### src/rtl/uart_boot_loader.sv
// Serial boot loader: receives a framed program image over an 8N1 UART line and
// writes it word-by-word into RAM, holding the core off until the checksum verifies.
//
// state | meaning
// SYNC  | waiting for the 0xA5 sync byte, other bytes dropped
// LEN0  | expecting the length low byte
// LEN1  | expecting the length high byte, range check
// DATA  | assembling little-endian words and writing them to RAM
// CSUM  | expecting the XOR checksum of all data bytes
// DONE  | image accepted, core released (terminal)
// ERR   | protocol, framing, length or checksum failure (terminal)
module uart_boot_loader #(
    parameter int CLKS_PER_BIT = 16,
    parameter int MAX_WORDS    = 4096
) (
    input  logic        clk,
    input  logic        resetn,
    input  logic        rx,
    output logic [13:0] mem_addr,
    output logic [31:0] mem_wdata,
    output logic [1:0]  mem_wsize,
    output logic        hold,
    output logic        done,
    output logic        err
);

    localparam int CNT_W = (CLKS_PER_BIT > 2) ? $clog2(CLKS_PER_BIT) : 1;
    localparam logic [CNT_W-1:0] HALF_M1 = CNT_W'(CLKS_PER_BIT / 2 - 1);
    localparam logic [CNT_W-1:0] FULL_M1 = CNT_W'(CLKS_PER_BIT - 1);
    localparam logic [16:0]      MAX_LEN = 17'(MAX_WORDS);

    typedef enum logic [1:0] {
        RX_IDLE,
        RX_START,
        RX_BITS,
        RX_STOP
    } rx_state_t;

    typedef enum logic [2:0] {
        SYNC,
        LEN0,
        LEN1,
        DATA,
        CSUM,
        DONE,
        ERR
    } state_t;

    logic             rx_s1;
    logic             rx_s2;
    logic             rx_prev;
    rx_state_t        rx_st;
    logic [CNT_W-1:0] bit_cnt;
    logic [2:0]       bit_idx;
    logic [7:0]       rx_shift;
    logic             byte_valid;
    logic             frame_err;

    state_t           state;
    logic [7:0]       len_lo;
    logic [15:0]      len;
    logic [15:0]      word_cnt;
    logic [1:0]       byte_cnt;
    logic [23:0]      asm_word;
    logic [7:0]       csum;

    // Bit sampler: bit_cnt is a down-counter, each sample taken at terminal count.
    always_ff @(posedge clk) begin
        if (!resetn) begin
            rx_s1      <= 1'b1;
            rx_s2      <= 1'b1;
            rx_prev    <= 1'b1;
            rx_st      <= RX_IDLE;
            bit_cnt    <= '0;
            bit_idx    <= '0;
            rx_shift   <= '0;
            byte_valid <= 1'b0;
            frame_err  <= 1'b0;
        end else begin
            rx_s1      <= rx;
            rx_s2      <= rx_s1;
            rx_prev    <= rx_s2;
            byte_valid <= 1'b0;
            frame_err  <= 1'b0;
            case (rx_st)
                RX_IDLE: begin
                    if (rx_prev && !rx_s2) begin
                        bit_cnt <= HALF_M1;
                        rx_st   <= RX_START;
                    end
                end
                RX_START: begin
                    if (bit_cnt != '0) begin
                        bit_cnt <= bit_cnt - 1'b1;
                    end else if (rx_s2) begin
                        rx_st <= RX_IDLE;
                    end else begin
                        bit_cnt <= FULL_M1;
                        bit_idx <= '0;
                        rx_st   <= RX_BITS;
                    end
                end
                RX_BITS: begin
                    if (bit_cnt != '0) begin
                        bit_cnt <= bit_cnt - 1'b1;
                    end else begin
                        rx_shift <= {rx_s2, rx_shift[7:1]};
                        bit_cnt  <= FULL_M1;
                        if (bit_idx == 3'd7)
                            rx_st <= RX_STOP;
                        else
                            bit_idx <= bit_idx + 3'd1;
                    end
                end
                RX_STOP: begin
                    if (bit_cnt != '0) begin
                        bit_cnt <= bit_cnt - 1'b1;
                    end else begin
                        rx_st <= RX_IDLE;
                        if (rx_s2)
                            byte_valid <= 1'b1;
                        else
                            frame_err <= 1'b1;
                    end
                end
                default: rx_st <= RX_IDLE;
            endcase
        end
    end

    // rx_shift stays stable from the last data bit until the next byte's first data bit.
    always_ff @(posedge clk) begin
        if (!resetn) begin
            state     <= SYNC;
            len_lo    <= '0;
            len       <= '0;
            word_cnt  <= '0;
            byte_cnt  <= '0;
            asm_word  <= '0;
            csum      <= '0;
            mem_addr  <= '0;
            mem_wdata <= '0;
            mem_wsize <= 2'b00;
            hold      <= 1'b1;
            done      <= 1'b0;
            err       <= 1'b0;
        end else begin
            mem_wsize <= 2'b00;
            if (mem_wsize == 2'b11)
                mem_addr <= mem_addr + 14'd4;
            case (state)
                SYNC: begin
                    if (byte_valid && rx_shift == 8'hA5)
                        state <= LEN0;
                end
                LEN0: begin
                    if (frame_err) begin
                        state <= ERR;
                        err   <= 1'b1;
                    end else if (byte_valid) begin
                        len_lo <= rx_shift;
                        state  <= LEN1;
                    end
                end
                LEN1: begin
                    if (frame_err) begin
                        state <= ERR;
                        err   <= 1'b1;
                    end else if (byte_valid) begin
                        len <= {rx_shift, len_lo};
                        if ({1'b0, rx_shift, len_lo} > MAX_LEN) begin
                            state <= ERR;
                            err   <= 1'b1;
                        end else if ({rx_shift, len_lo} == 16'd0) begin
                            state <= CSUM;
                        end else begin
                            state <= DATA;
                        end
                    end
                end
                DATA: begin
                    if (frame_err) begin
                        state <= ERR;
                        err   <= 1'b1;
                    end else if (byte_valid) begin
                        asm_word <= {rx_shift, asm_word[23:8]};
                        csum     <= csum ^ rx_shift;
                        byte_cnt <= byte_cnt + 2'd1;
                        if (byte_cnt == 2'd3) begin
                            mem_wdata <= {rx_shift, asm_word};
                            mem_wsize <= 2'b11;
                            word_cnt  <= word_cnt + 16'd1;
                            if (word_cnt + 16'd1 == len)
                                state <= CSUM;
                        end
                    end
                end
                CSUM: begin
                    if (frame_err) begin
                        state <= ERR;
                        err   <= 1'b1;
                    end else if (byte_valid) begin
                        if (rx_shift == csum) begin
                            state <= DONE;
                            done  <= 1'b1;
                            hold  <= 1'b0;
                        end else begin
                            state <= ERR;
                            err   <= 1'b1;
                        end
                    end
                end
                DONE: state <= DONE;
                ERR:  state <= ERR;
                default: begin
                    state <= ERR;
                    err   <= 1'b1;
                end
            endcase
        end
    end

endmodule
### config.mk
export PLATFORM = sky130hd
export DESIGN_NAME = uart_boot_loader
export DESIGN_NICKNAME = d
export VERILOG_FILES = /design/src/rtl/uart_boot_loader.sv
export SDC_FILE = /design/constraint.sdc
export NUM_CORES = 1
export LEC_CHECK = 0
export BUFFER_PORTS_ARGS = -buffer_cell sky130_fd_sc_hd__buf_2
export CORE_MARGIN = 4
export CORE_UTILIZATION = 35
export CTS_CLUSTER_SIZE = 25
export DETAILED_ROUTE_END_ITERATION = 8
export GPL_ROUTABILITY_DRIVEN = 0
export PLACE_DENSITY = 0.58
export SYNTH_ARGS = -nofsm -noshare
export SYNTH_HDL_FRONTEND = slang
export SYNTH_SLANG_ARGS = --single-unit
### constraint.sdc
create_clock -name clk -period 2 [get_ports clk]
set_input_delay 0.3 -clock clk [delete_from_list [all_inputs] [get_ports clk]]
set_output_delay 0.3 -clock clk [all_outputs]
set_load 0.02 [all_outputs]
Word level (Yosys, flattened, before mapping)
Index checks and enable logic that the tools add are counted.
{"block": "totals", "regBits": 150, "input_bits": 3, "output_inout_bits": 51, "word_cells": 137}
{"block": "classes", "n_addsub": 5, "magnitude_cmp": 1, "eq_ne": 34, "muxes": 44, "bitwise": 8, "n_reduce_logical": 23}
{"op": "3-bit two-way mux", "n": 17}
{"op": "3-bit inequality test, second input constant", "n": 9}
{"op": "4-bit two-way mux", "n": 5}
{"op": "2-bit inequality test, second input constant", "n": 9}
{"op": "3-bit one-hot mux with 6 select lines", "n": 1}
{"op": "16-bit by 1-bit adder with 16-bit output, second input constant", "n": 1}
{"op": "16-bit == test", "n": 1}
{"op": "16-bit by 13-bit > comparator with 1-bit output, second input constant", "n": 1}
{"op": "16-bit zero test", "n": 1}
{"op": "2-bit two-way mux", "n": 8}
{"op": "4-bit one-hot mux with 4 select lines", "n": 1}
{"op": "14-bit by 3-bit adder with 14-bit output, second input constant", "n": 1}
{"op": "3-bit == test, second input constant", "n": 4}
{"op": "3-bit AND reduction", "n": 4}
{"op": "5-bit AND reduction", "n": 2}
{"op": "1-bit two-way mux", "n": 9}
{"op": "2-bit == test, second input constant", "n": 4}
{"op": "8-bit == test", "n": 1}
{"op": "8-bit == test, second input constant", "n": 1}
{"op": "2-bit one-hot mux with 4 select lines", "n": 1}
{"op": "4-bit AND reduction", "n": 2}
{"op": "8-bit XOR", "n": 1}
{"op": "1-bit NOT", "n": 7}
{"op": "7-bit AND reduction", "n": 1}
{"op": "other kinds (20)", "n": 23}

Longest topological paths before layout
Gate-level depths: netlist of the first run.
{"block": "depth", "word_depth": 7, "ltp_mapped": 9, "depth_no_buf": 9}

Worst setup path after synthesis of the first run
No wires, ideal clock.
{"block": "synth_timing", "path_kind": "register to register", "from": "register word_cnt[0]", "to": "register state[2]", "arrival_time_ns": 2.124, "required_time_ns": 1.939, "path_slack_ns": -0.185, "path_stages_with_launch": 9, "period_less_slack_ns": 2.185, "path_cell_list": "dfxtp_1 -> ha_1 -> clkbuf_2 -> nand4_1 -> nor4_2 -> xnor2_1 -> o2111ai_1 -> nor4_2 -> o221a_1"}
{"block": "synth_via", "elab_chain_cells": 4}
{"item": "start: declaration", "line": "62", "source": "logic [15:0] word_cnt;"}
{"item": "start signal: assignment", "line": "192", "source": "word_cnt <= word_cnt + 16'd1;"}
{"item": "16-bit by 1-bit adder with 16-bit output", "line": "193", "source": "if (word_cnt + 16'd1 == len)"}
{"item": "16-bit == test", "line": "193"}
{"item": "3-bit inequality test (no source line)"}
{"item": "7-bit AND reduction (no source line)"}
{"item": "end signal: assignment", "line": "194", "source": "state <= CSUM;"}
{"item": "end signal: assignment", "line": "200", "source": "state <= ERR;"}
{"item": "end signal: assignment", "line": "204", "source": "state <= DONE;"}
{"item": "end: declaration", "line": "59", "source": "state_t state;"}
No other way between the ends.
A chain may end at the register's enable or synchronous reset.

Worst setup path in the final report of the first run
Same ends and word-level chain as after synthesis.

==> run metrics, run 1 <==
IO Count 54; Worst R2R Path Depth 8; fin worst setup slack -0.0438 ns; CP max stage cell nor4_4; cts hold-fix bufs 0; crit-path cells ha_1 -> nand3_1 -> nor2_2 -> xnor2_1 -> o21ai_0 -> o2111ai_1 -> nor4_4 -> o221a_1; initial DRC count 339; Top FF cell, synth dfxtp_1; drt wl/cell 13.4 µm; Antenna Violating Nets Remaining 0; via count 5415; initial antenna violation count 0; vias in the first global route 5140; die width 148 µm; # H-tree levels 4; Largest stage delay, worst path 0.39 ns; DIE AREA 21900 µm²; Min-Delay Path Class input port to flip-flop; final net count 887; register-to-register setup slack -0.04 ns; TritonCTS clock tree yes; Detailed Place HPWL 10500 µm; antenna cells 0; DRT Pass-1 Iters 4; via/cell ratio 4.73; Mapped Cells 798; area of the multi-input gates 3660 µm²; ranking of synthesized cells by area dfxtp_1 (43%), nand2_1 (9.7%), a21boi_0 (8.9%); critical path peak fanout 4; Post-Syn Area 6860 µm²; violated checks setup timing; Yosys top cell area share 42.9%; fin crit share 102%; Final Hold Viols 0; worst reg2reg endpoint state[2]; Core ar. 19000 µm²; # fillers 1897; Synth Area per Inst 8.60 µm²; final setup violating endpoints 3; Layout area overhead 21.5%; post-synth cell types 60; total count of max-transition violations in the final report 0; DP Worst Slack -0.128 ns; layout cells sized above 1 19.8%; I/O Buffers 51; Seq/Total Area, Yosys 42.9%; dominant cell type by area after synthesis dfxtp_1; critical path arrival 2.41 ns; skew final 0.0103 ns; CP Buf/Inv Count 0; pwr/cell area 786 nW/µm²; grt total ovfl 0; RSZ-0062 raised after global routing true; clock transition at the registers of the reported paths 0.06 ns; first-pass GRT wire length 26000 µm; hold path start rx; worst vdd ir 0.625 mV; largest net degree at the start of global routing 58; root buffer cell clkbuf_16; clk sinks 147; floorplan row count 50; Initial Util 36.1%; register area 2950 µm²; Post-Layout Cell Count 1146; CP top delay family simple AND/OR/NAND/NOR gates; worst skew pair latency 0.43 ns; final setup TNS -0.0824 ns; placed instance count 1112; # DRC 0; final wirelength 15300 µm; Total GRT Usage 14.5%; Ys Warns 0; Critical R2R Launch word_cnt[0]; Fmax 0.489 GHz; Startpoint Class flip-flop; Setup crit end kind flip-flop; Pleak 3.21 nW; outcome finished with violations; TritonCTS buffer count 17; #FFs+latches synth 147; Worst Path Required 2.37 ns; Clock Tree Buf Depth 2; MaxCap Viol Count 0; minimum clock period 2.04 ns; number of enable flip-flop cells after synthesis 0; ys async rst share 0%; worst hold path depth 2; Worst Setup Path Type flip-flop to flip-flop; Die Y-Extent 148 µm; hold endpoint rx_s1
-- through the flow --
step                power, W  hold slack, ns  cell area, µm²  utilization, %
global placement     0.00336           0.401            7640            40.2
finish               0.00655          0.0794            8340            43.8
CTS                  0.00663          0.0738            8270            43.5
global route         0.00682          0.0831            8340            43.8
detailed placement   0.00335           0.401            7640            40.2
floorplan            0.00326           0.386            6870               -
-- cells by family after synthesis --
family / share of synthesized area [%]
other: 0.0546
XOR/XNOR: 8.17
AO/OA/AOI/OAI: 13.8
adder cells (fa/ha/maj): 2.01
AND/OR/NAND/NOR: 25.7
flip-flops: 42.9
buffers and inverters: 4.94
multiplexers: 2.48
-- synth_stat cells (6+ instances only) --
master,count
a21boi_0,81
a21oi_1,15
and2_1,36
and3_1,6
buf_2,18
clkbuf_1,26
dfxtp_1,147
ha_1,11
inv_1,12
mux2i_1,17
nand2_1,177
nand3_1,25
nand4_1,7
nor2_1,25
nor2b_1,22
nor3_1,12
nor4_1,7
o21ai_0,19
or3_1,6
xnor2_1,47
xor2_1,17
-- worst register-to-register path, delay by kind of cell (launching register included) --
| family | cells | cell delay (ns) |
|---|---|---|
| AOI/OAI and AO/OA | 3 | 0.65 |
| DFF | 1 | 0.33 |
| and+or+nand+nor | 3 | 0.68 |
| xor gates and xnor gates | 1 | 0.09 |
| adders and majority gates | 1 | 0.22 |
-- layout make-up --
| class | count | area share (%) |
|---|---|---|
| repair buffers | 112 | 9.08 |
| flip-flops and latches | 147 | 35.3 |
| clock buffers | 18 | 5.27 |
| well taps | 260 | 3.90 |
| clock inverters | 14 | 1.98 |
| multi-input cells | 583 | 43.9 |
| inverters | 12 | 0.540 |
-- sequential cells by signal (all words and copies together), names as in the netlist, 2 cells and up, named ones only --
name and cells:
mem_addr 12, rx_shift 8, word_cnt 16, csum 8, state 3, mem_wdata 32
len_lo 8, asm_word 24, len 16, bit_cnt 4, byte_cnt 2, bit_idx 3
-- layer usage --
layer	GRT usage [%]	wire (µm)	share of wire (%)	vias up
li1	-	-	-	2814
met1	20.2	7650	50	2523
met2	22.2	7060	46	64
met3	3.28	417	2.7	14
met4	4.67	198	1.3	0
met5	0	0	0	-
-- worst max path at each step --
stage                     start  slack [ns]       end  cells past startpoint
floorplan           word_cnt[0]        0.01  state[2]                      8
global placement    word_cnt[0]       -0.07  state[2]                      8
detailed placement  word_cnt[0]       -0.13  state[0]                      8
CTS                 word_cnt[0]       -0.06  state[2]                      8
global route        word_cnt[0]       -0.14  state[2]                      8
finish              word_cnt[0]       -0.04  state[2]                      8
-- layout by cell type, fill, tap and decap left out, types with 7 or more instances in the layout --
master,n
inv_1,12
nor3_1,11
mux2i_1,17
a21oi_1,15
xnor2_1,46
nor2_1,23
nand3_1,24
buf_2,50
clkbuf_16,17
xor2_1,17
nand4_1,7
and2_1,35
nor2b_1,22
a21boi_0,81
ha_1,11
dfxtp_1,144
o21ai_0,19
buf_4,58
nand2_1,175
-- timing repair --
item | 4_1_cts | 5_1_grt
resized for setup | 6 | 13
setup buffers | 0 | 2
pin swaps | 4 | 4
setup endpoints to repair | 3 | 42
-- power breakdown --
group / internal (W) / switching (W) / leakage [nW]
Sequential: 0.00295 / 0.0000199 / 1.19
Clock: 0.00191 / 0.00135 / 0.297
Combinational: 0.000146 / 0.000181 / 1.73
Note: power is estimated with default switching activity, not from simulation.
==> run 2: changes to the inputs <==
--- a/config.mk
+++ b/config.mk
@@ -11,7 +11,7 @@
 export CTS_CLUSTER_SIZE = 25
 export DETAILED_ROUTE_END_ITERATION = 8
 export GPL_ROUTABILITY_DRIVEN = 0
-export PLACE_DENSITY = 0.58
+export PLACE_DENSITY = 0.62
 export SYNTH_ARGS = -nofsm -noshare
 export SYNTH_HDL_FRONTEND = slang
 export SYNTH_SLANG_ARGS = --single-unit
==> run 2 against run 1 <==
Net effect:
- the flow still finishes with violations (setup timing)
- critical path type unchanged
- highest routed layer unchanged
- power down 1.2%
- sequential power barely moved
- clock power down 3%
- critical path depth grew 1
- register-to-register slack lost 0.02 ns
- worst setup slack worse by 0.023 ns
- non-clock buffer count grew 4
- design area increased by 0.27%
- worst hold slack worse by 0.025 ns
- largest cell class unchanged
- sequential cell count stayed put
==> run metrics, run 2 (synthesized netlist as in run 1, its figures left out) <==
outcome finished with violations; violated checks setup timing; max reg flops 32 (unchanged); TritonCTS clock tree yes; final wirelength 15300 µm (-0.48%); Min-Delay Path Class input port to flip-flop; Internal 0.00491 W (-1.8%); Detailed Place HPWL 10500 µm (+0.63%); root buffer cell clkbuf_16; via count 5460 (+0.83%); CP max stage cell dfxtp_2; first-pass GRT wire length 26000 µm (+0.29%); Metal-1 WL 7370 µm (-3.7%); Psw 0.00156 W (+0.70%); IO Count 54 (unchanged); grt total ovfl 0 (unchanged); antenna cells 0 (unchanged); commonest cells after routing, fill and taps aside nand2_1 (177), dfxtp_1 (145), a21boi_0 (81); Met2 Wirelength 7260 µm (+2.8%); Antenna Violating Nets Remaining 0 (unchanged); largest registers mem_wdata: 32 flops, asm_word: 24 flops; final setup TNS -0.103 ns (-0.0203 ns); fin crit share 103% (+1.1 points); layout cells sized above 1 19.8% (+0.024 points); total count of max-transition violations in the final report 0 (unchanged); DRT Pass-1 Iters 4 (unchanged); final net count 891 (+0.45%); minimum clock period 2.07 ns (+0.0228 ns); commonest non-fill, non-tap cell in the layout nand2_1; worst hold slack 0.0548 ns (-0.0246 ns); Largest stage delay, worst path 0.35 ns (-0.04 ns); initial antenna violation count 0 (unchanged); Pleak 3.23 nW (+0.44%); clock transition at the registers of the reported paths 0.06 ns (about the same); CP top delay family simple AND/OR/NAND/NOR gates; Fmax 0.484 GHz (-1.1%); Die Y-Extent 148 µm (unchanged); Comb power frac 5.1% (about the same); critical path arrival 2.43 ns (+0.02 ns); skew final 0.0123 ns (+0.00205 ns); Worst Path Required 2.37 ns (about the same); worst skew pair latency 0.43 ns (about the same); PnR Total Power 0.00647 W (-1.2%); Biggest register mem_wdata; TritonCTS buffer count 17 (unchanged); Net Sw Frac 24.1% (+0.46 points); crit-path cells buf_4 -> nand4_4 -> buf_12 -> nor3_4 -> xor2_1 -> a221oi_1 -> a211o_1 -> nor4_4 -> o221a_1; pwr/cell area 774 nW/µm² (-1.5%); Clock power frac 49.0% (-0.7 points); cts hold-fix bufs 0 (unchanged); worst vdd ir 0.659 mV (+5.4%); initial DRC count 267 (-21%); I/O Buffers 51 (unchanged); design area 8360 µm² (+0.27%); Clock Tree Buf Depth 2 (unchanged); Util after Layout 43.9% (+0.12 points); placed cell area 7660 µm² (+0.29%); met3 wire length 380 µm (-8.9%); fin worst setup slack -0.0665 ns (-0.0228 ns); critical path peak fanout 4 (unchanged); vias in the first global route 5207 (+1.3%); RSZ-0062 raised after global routing true; DIE AREA 21900 µm² (unchanged); MaxCap Viol Count 0 (unchanged); Setup crit end kind flip-flop; highest routed layer met4; Final Hold Viols 0 (unchanged); die width 148 µm (unchanged); floorplan row count 50 (unchanged); # H-tree levels 4 (unchanged); Layout area overhead 21.8%; CP Buf/Inv Count 2 (+2); sequential group share of total power 45.9% (+0.6 points); # DRC 0 (unchanged); Initial Util 36.1% (unchanged); Total GRT Usage 14.5% (about the same); final setup violating endpoints 2 (-1); Startpoint Class flip-flop; Core ar. 19000 µm² (unchanged); via/cell ratio 4.75 (+0.48%); drt wl/cell 13.3 µm (-0.82%); largest net degree at the start of global routing 53 (-8.6%); Worst Setup Path Type flip-flop to flip-flop; clk sinks 147 (unchanged)
## run 2: cell types whose count changed in the layout (fill, tap and decap cells not counted), sizes merged
cell	delta
clkbuf	+1
bufinv	-1
inv	-1
clkinvlp	+1
buf	+4
## run 2: power by group through the flow
stage	logic, W	registers (W)	clock network [W]
finish	0.000330	0.00297	0.00317
global route	0.000369	0.00297	0.00337
CTS	0.000327	0.00297	0.00324
detailed placement	0.000325	0.00303	0
global placement	0.000325	0.00303	0
floorplan	0.000230	0.00303	0
## run 2: cell type report
class                           count  area [µm²]
Clock inverter                     13         138
Tap cell                          260         325
Multi-Input combinational cell    583        3660
Fill cell                        1900       10700
Sequential cell                   147        2950
Timing Repair Buffer              116         796
Inverter                           12        45.0
Clock buffer                       19         453
## run 2: final timing paths
| check | from | to | depth (start not counted) | slack, ns |
|---|---|---|---|---|
| setup / recovery | word_cnt[1] | state[2] | 9 | -0.07 |
| setup reg to reg | word_cnt[1] | state[2] | 9 | -0.07 |
| hold reg to reg | rx_s1 | rx_s2 | 1 | 0.41 |
| hold / removal | rx | rx_s1 | 2 | 0.05 |
## run 2: through the flow
stage	worst slack [ns]	instances
2_1_floorplan	0.0127	799
3_3_place_gp	-0.107	1115
3_5_place_dp	-0.151	1115
4_1_cts	-0.0989	1148
5_1_grt	-0.167	1150
6_report	-0.0665	1150
## run 2: metal layers
metal	global-route usage [%]	vias up
li1	-	2830
met1	19.0	2549
met2	23.4	63
met3	3.10	18
met4	5.50	0
met5	0	-
## run 2: timing repair
item / CTS / global route
resized for setup: 7 / 11
setup endpoints to repair: 3 / 12
buffers inserted: 1 / 2
endpoints found under the hold margin: 0 / 0
pin swaps: 5 / 6
==> run 3: changes to the inputs <==
--- a/config.mk
+++ b/config.mk
@@ -5,6 +5,7 @@
 export SDC_FILE = /design/constraint.sdc
 export NUM_CORES = 1
 export LEC_CHECK = 0
+export ABC_AREA = 1
 export BUFFER_PORTS_ARGS = -buffer_cell sky130_fd_sc_hd__buf_2
 export CORE_MARGIN = 4
 export CORE_UTILIZATION = 35
==> run 3 against run 2 <==
Net effect:
- worst setup slack improved by 0.16 ns
- non-clock buffer count fell by 49
- cell count barely moved
- the run now ends clean
- clock power fell by 4%
- power rose by 14%
- clock skew fell by 0.0023 ns
- core utilization fell by 1.9 points
- critical endpoint is now state[1]
- largest cell class unchanged
- sequential cell count did not move
- first-iteration DRC count rose by 31%
- worst hold slack improved by 0.012 ns
- highest routed layer unchanged
==> run metrics, run 3 <==
cts hold-fix bufs 0 (unchanged); Biggest register mem_wdata; Final Hold Viols 0 (unchanged); met3 wire length 539 µm (+42%); ranking of synthesized cells by area dfxtp_1 (46%), o21ai_0 (8.8%), a21oi_1 (6.8%); placed cell area 6890 µm² (-10%); critical path arrival 2.21 ns (-0.22 ns); highest routed layer met4; Die Y-Extent 143 µm (-3.3%); Detailed Place HPWL 10200 µm (-3.0%); worst hold path depth 2 (unchanged); worst vdd ir 0.651 mV (-1.2%); Synth Area in XOR/XNOR 1.78% (-6.4 points); clock transition at the registers of the reported paths 0.07 ns (about the same); drt wl/cell 12.9 µm (-2.8%); #FFs+latches synth 147 (unchanged); final net count 921 (+3.4%); max reg flops 32 (unchanged); worst reg2reg endpoint state[1]; Clock Tree Buf Depth 2 (unchanged); Min-Delay Path Class input port to flip-flop; skew final 0.00997 ns (-0.00234 ns); I/O Buffers 51 (unchanged); register-to-register setup slack 0.09 ns (+0.16 ns); commonest non-fill, non-tap cell in the layout dfxtp_1; most frequent cell after synthesis dfxtp_1; Core ar. 18000 µm² (-5.5%); Layout area overhead 18.2%; Top FF cell, synth dfxtp_1; design area 7560 µm² (-9.6%); minimum clock period 1.91 ns (-0.161 ns); commonest cells after routing, fill and taps aside dfxtp_1 (142), nand2_1 (114), o21ai_0 (113); RSZ-0062 raised after global routing true; layout cells sized above 1 15.2% (-4.6 points); Yosys top cell area share 46.0% (+3.1 points); Worst Setup Path Type flip-flop to flip-flop; fin crit share 95.3% (-8.1 points); Metal-1 WL 7170 µm (-2.8%); Met2 Wirelength 6880 µm (-5.1%); Post-Synth Adder-Cell Area 2.15% (+0.15 points); Worst Path Required 2.31 ns (-0.06 ns); # H-tree levels 4 (unchanged); ys async rst share 0% (unchanged); commonest cells in the netlist dfxtp_1 (147), nand2_1 (115), o21ai_0 (113), inv_1 (100), nor2_1 (88); Relative slew margins 56.0%; MaxCap Viol Count 0 (unchanged); Fmax 0.525 GHz (+8.5%); largest family of logic cells by synthesized area simple AND/OR/NAND/NOR gates; number of enable flip-flop cells after synthesis 0 (unchanged); mux contribution to synthesized area 0% (-2.5 points); PnR Total Power 0.00738 W (+14%); grt total ovfl 0 (unchanged); Setup crit end kind flip-flop; Initial Util 35.6% (-0.49 points); first-pass GRT wire length 24800 µm (-4.8%); final wirelength 14800 µm (-2.9%); Pleak 3.09 nW (-4.1%); DIE AREA 20500 µm² (-6.5%); floorplan row count 49 (-2.0%); post-synth cell types 42 (-30%); initial DRC count 349 (+31%); IO Count 54 (unchanged); vias in the first global route 5046 (-3.1%); largest registers mem_wdata: 32 flops, asm_word: 24 flops; TritonCTS buffer count 17 (unchanged); Seq/Total Area, Yosys 46.0% (+3.1 points); critical path peak fanout 6 (+2); clk sinks 147 (unchanged); via/cell ratio 4.86 (+2.3%); Startpoint Class flip-flop; worst skew pair latency 0.42 ns (about the same); Total GRT Usage 15.0% (+0.51 points); Worst-Margin Slew 0.659 ns; Synth Area per Inst 7.45 µm² (-13%); DRT Pass-1 Iters 5 (+1); final setup violating endpoints 0 (-2); total count of max-transition violations in the final report 0 (unchanged); dominant cell type by area after synthesis dfxtp_1; initial antenna violation count 0 (unchanged); Post-Syn Area 6390 µm² (-6.8%); root buffer cell clkbuf_16; Worst R2R Path Depth 14 (+5); Mapped Cells 858 (+7.5%); Simple-Gate Fraction of Synth Area 21.8% (-3.9 points); antenna cells 0 (unchanged); pwr/cell area 977 nW/µm² (+26%); Synth Area in Compound Gates 19.4% (+5.6 points); hold endpoint rx_s1; Antenna Violating Nets Remaining 0 (unchanged); Ys Warns 0 (unchanged); via count 5582 (+2.2%); outcome finished clean; # DRC 0 (unchanged); hold path start rx; die width 143 µm (-3.3%); Critical R2R Launch word_cnt[0]; TritonCTS clock tree yes; largest net degree at the start of global routing 116 (+120%)
## run 3: cell types whose count changed after synthesis, sizes merged, moves of 17 or more
cell	delta
a21boi	-81
nand3	+37
mux2i	-17
inv	+90
and2	-36
nor2	+73
a21oi	+72
nor2b	-22
buf	-17
o21ai	+101
nand2	-57
xnor2	-40
## run 3: cell type report
cell class / count / area (µm²)
clock buffers: 17 / 425
clock inverters: 15 / 140
fillers: 1862 / 10400
inverters: 103 / 388
multi-input cells: 571 / 2970
flip-flops and latches: 147 / 2950
well taps: 229 / 287
repair buffers: 67 / 390
## run 3: cell families (layout without fill, tap and decap cells)
kind of cell | after synthesis | after routing
AND/OR/NAND/NOR | 314 | 314
AO/OA/AOI/OAI | 231 | 231
XOR/XNOR | 13 | 13
buffers and inverters | 141 | 202
other | 1 | 2
adder cells (fa/ha/maj) | 11 | 11
flip-flops | 147 | 147
## run 3: routing by layer
layer  track usage (%)  vias to the layer above
met1              20.1                     2524
met3              3.22                       13
met2              23.9                      102
met4              5.15                        0
met5                 0                        -
li1                  -                     2943
## run 3: worst max-delay path by stage
| stage | startpoint | cells past startpoint | endpoint |
|---|---|---|---|
| floorplan | flip-flop | 9 | bit_cnt[3] |
| global placement | word_cnt[0] | 14 | state[1] |
| detailed placement | word_cnt[0] | 14 | state[1] |
| CTS | word_cnt[0] | 14 | state[1] |
| global route | word_cnt[6] | 13 | state[1] |
| finish | word_cnt[0] | 14 | state[1] |
## run 3: critical path: stages (launching register included)
cell	delay, ns
dfxtp_4	0.38
ha_4	0.16
nand2_4	0.07
nor2_4	0.17
nand2_2	0.09
o21ai_2	0.14
nand2_1	0.08
nand2_1	0.06
nand2_1	0.04
nor2_1	0.09
nand3_1	0.10
o21bai_2	0.19
nand2_1	0.07
o21ai_1	0.12
inv_1	0.04
## run 3: timing repair
| item | CTS | global route |
|---|---|---|
| setup endpoints to repair | 1 | 19 |
| endpoints found under the hold margin | 0 | 0 |
| buffers inserted | 0 | 2 |
| pin swaps | 2 | 5 |
| resized for setup | 4 | 18 |
## run 3: power by group
part | switching, W | total, W | leakage, nW | internal (W)
Clock | 0.00138 | 0.00303 | 0.279 | 0.00165
Sequential | 0.000119 | 0.00316 | 1.19 | 0.00304
Combinational | 0.000760 | 0.00119 | 1.62 | 0.000432
Total | 0.00226 | 0.00738 | 3.09 | 0.00512
## run 3: metrics by stage
stage                     util, %  hold WS (ns)  std cells  TNS [ns]  setup WS (ns)
after floorplan                 -         0.393        859         0          0.172
after global placement       38.3         0.395       1115         0         0.0444
after detailed placement     38.3         0.405       1115   -0.0183        -0.0183
after CTS                    41.5        0.0468       1147         0         0.0113
after global routing         42.1        0.0598       1149    -0.795         -0.123
final                        42.1        0.0670       1149         0         0.0949
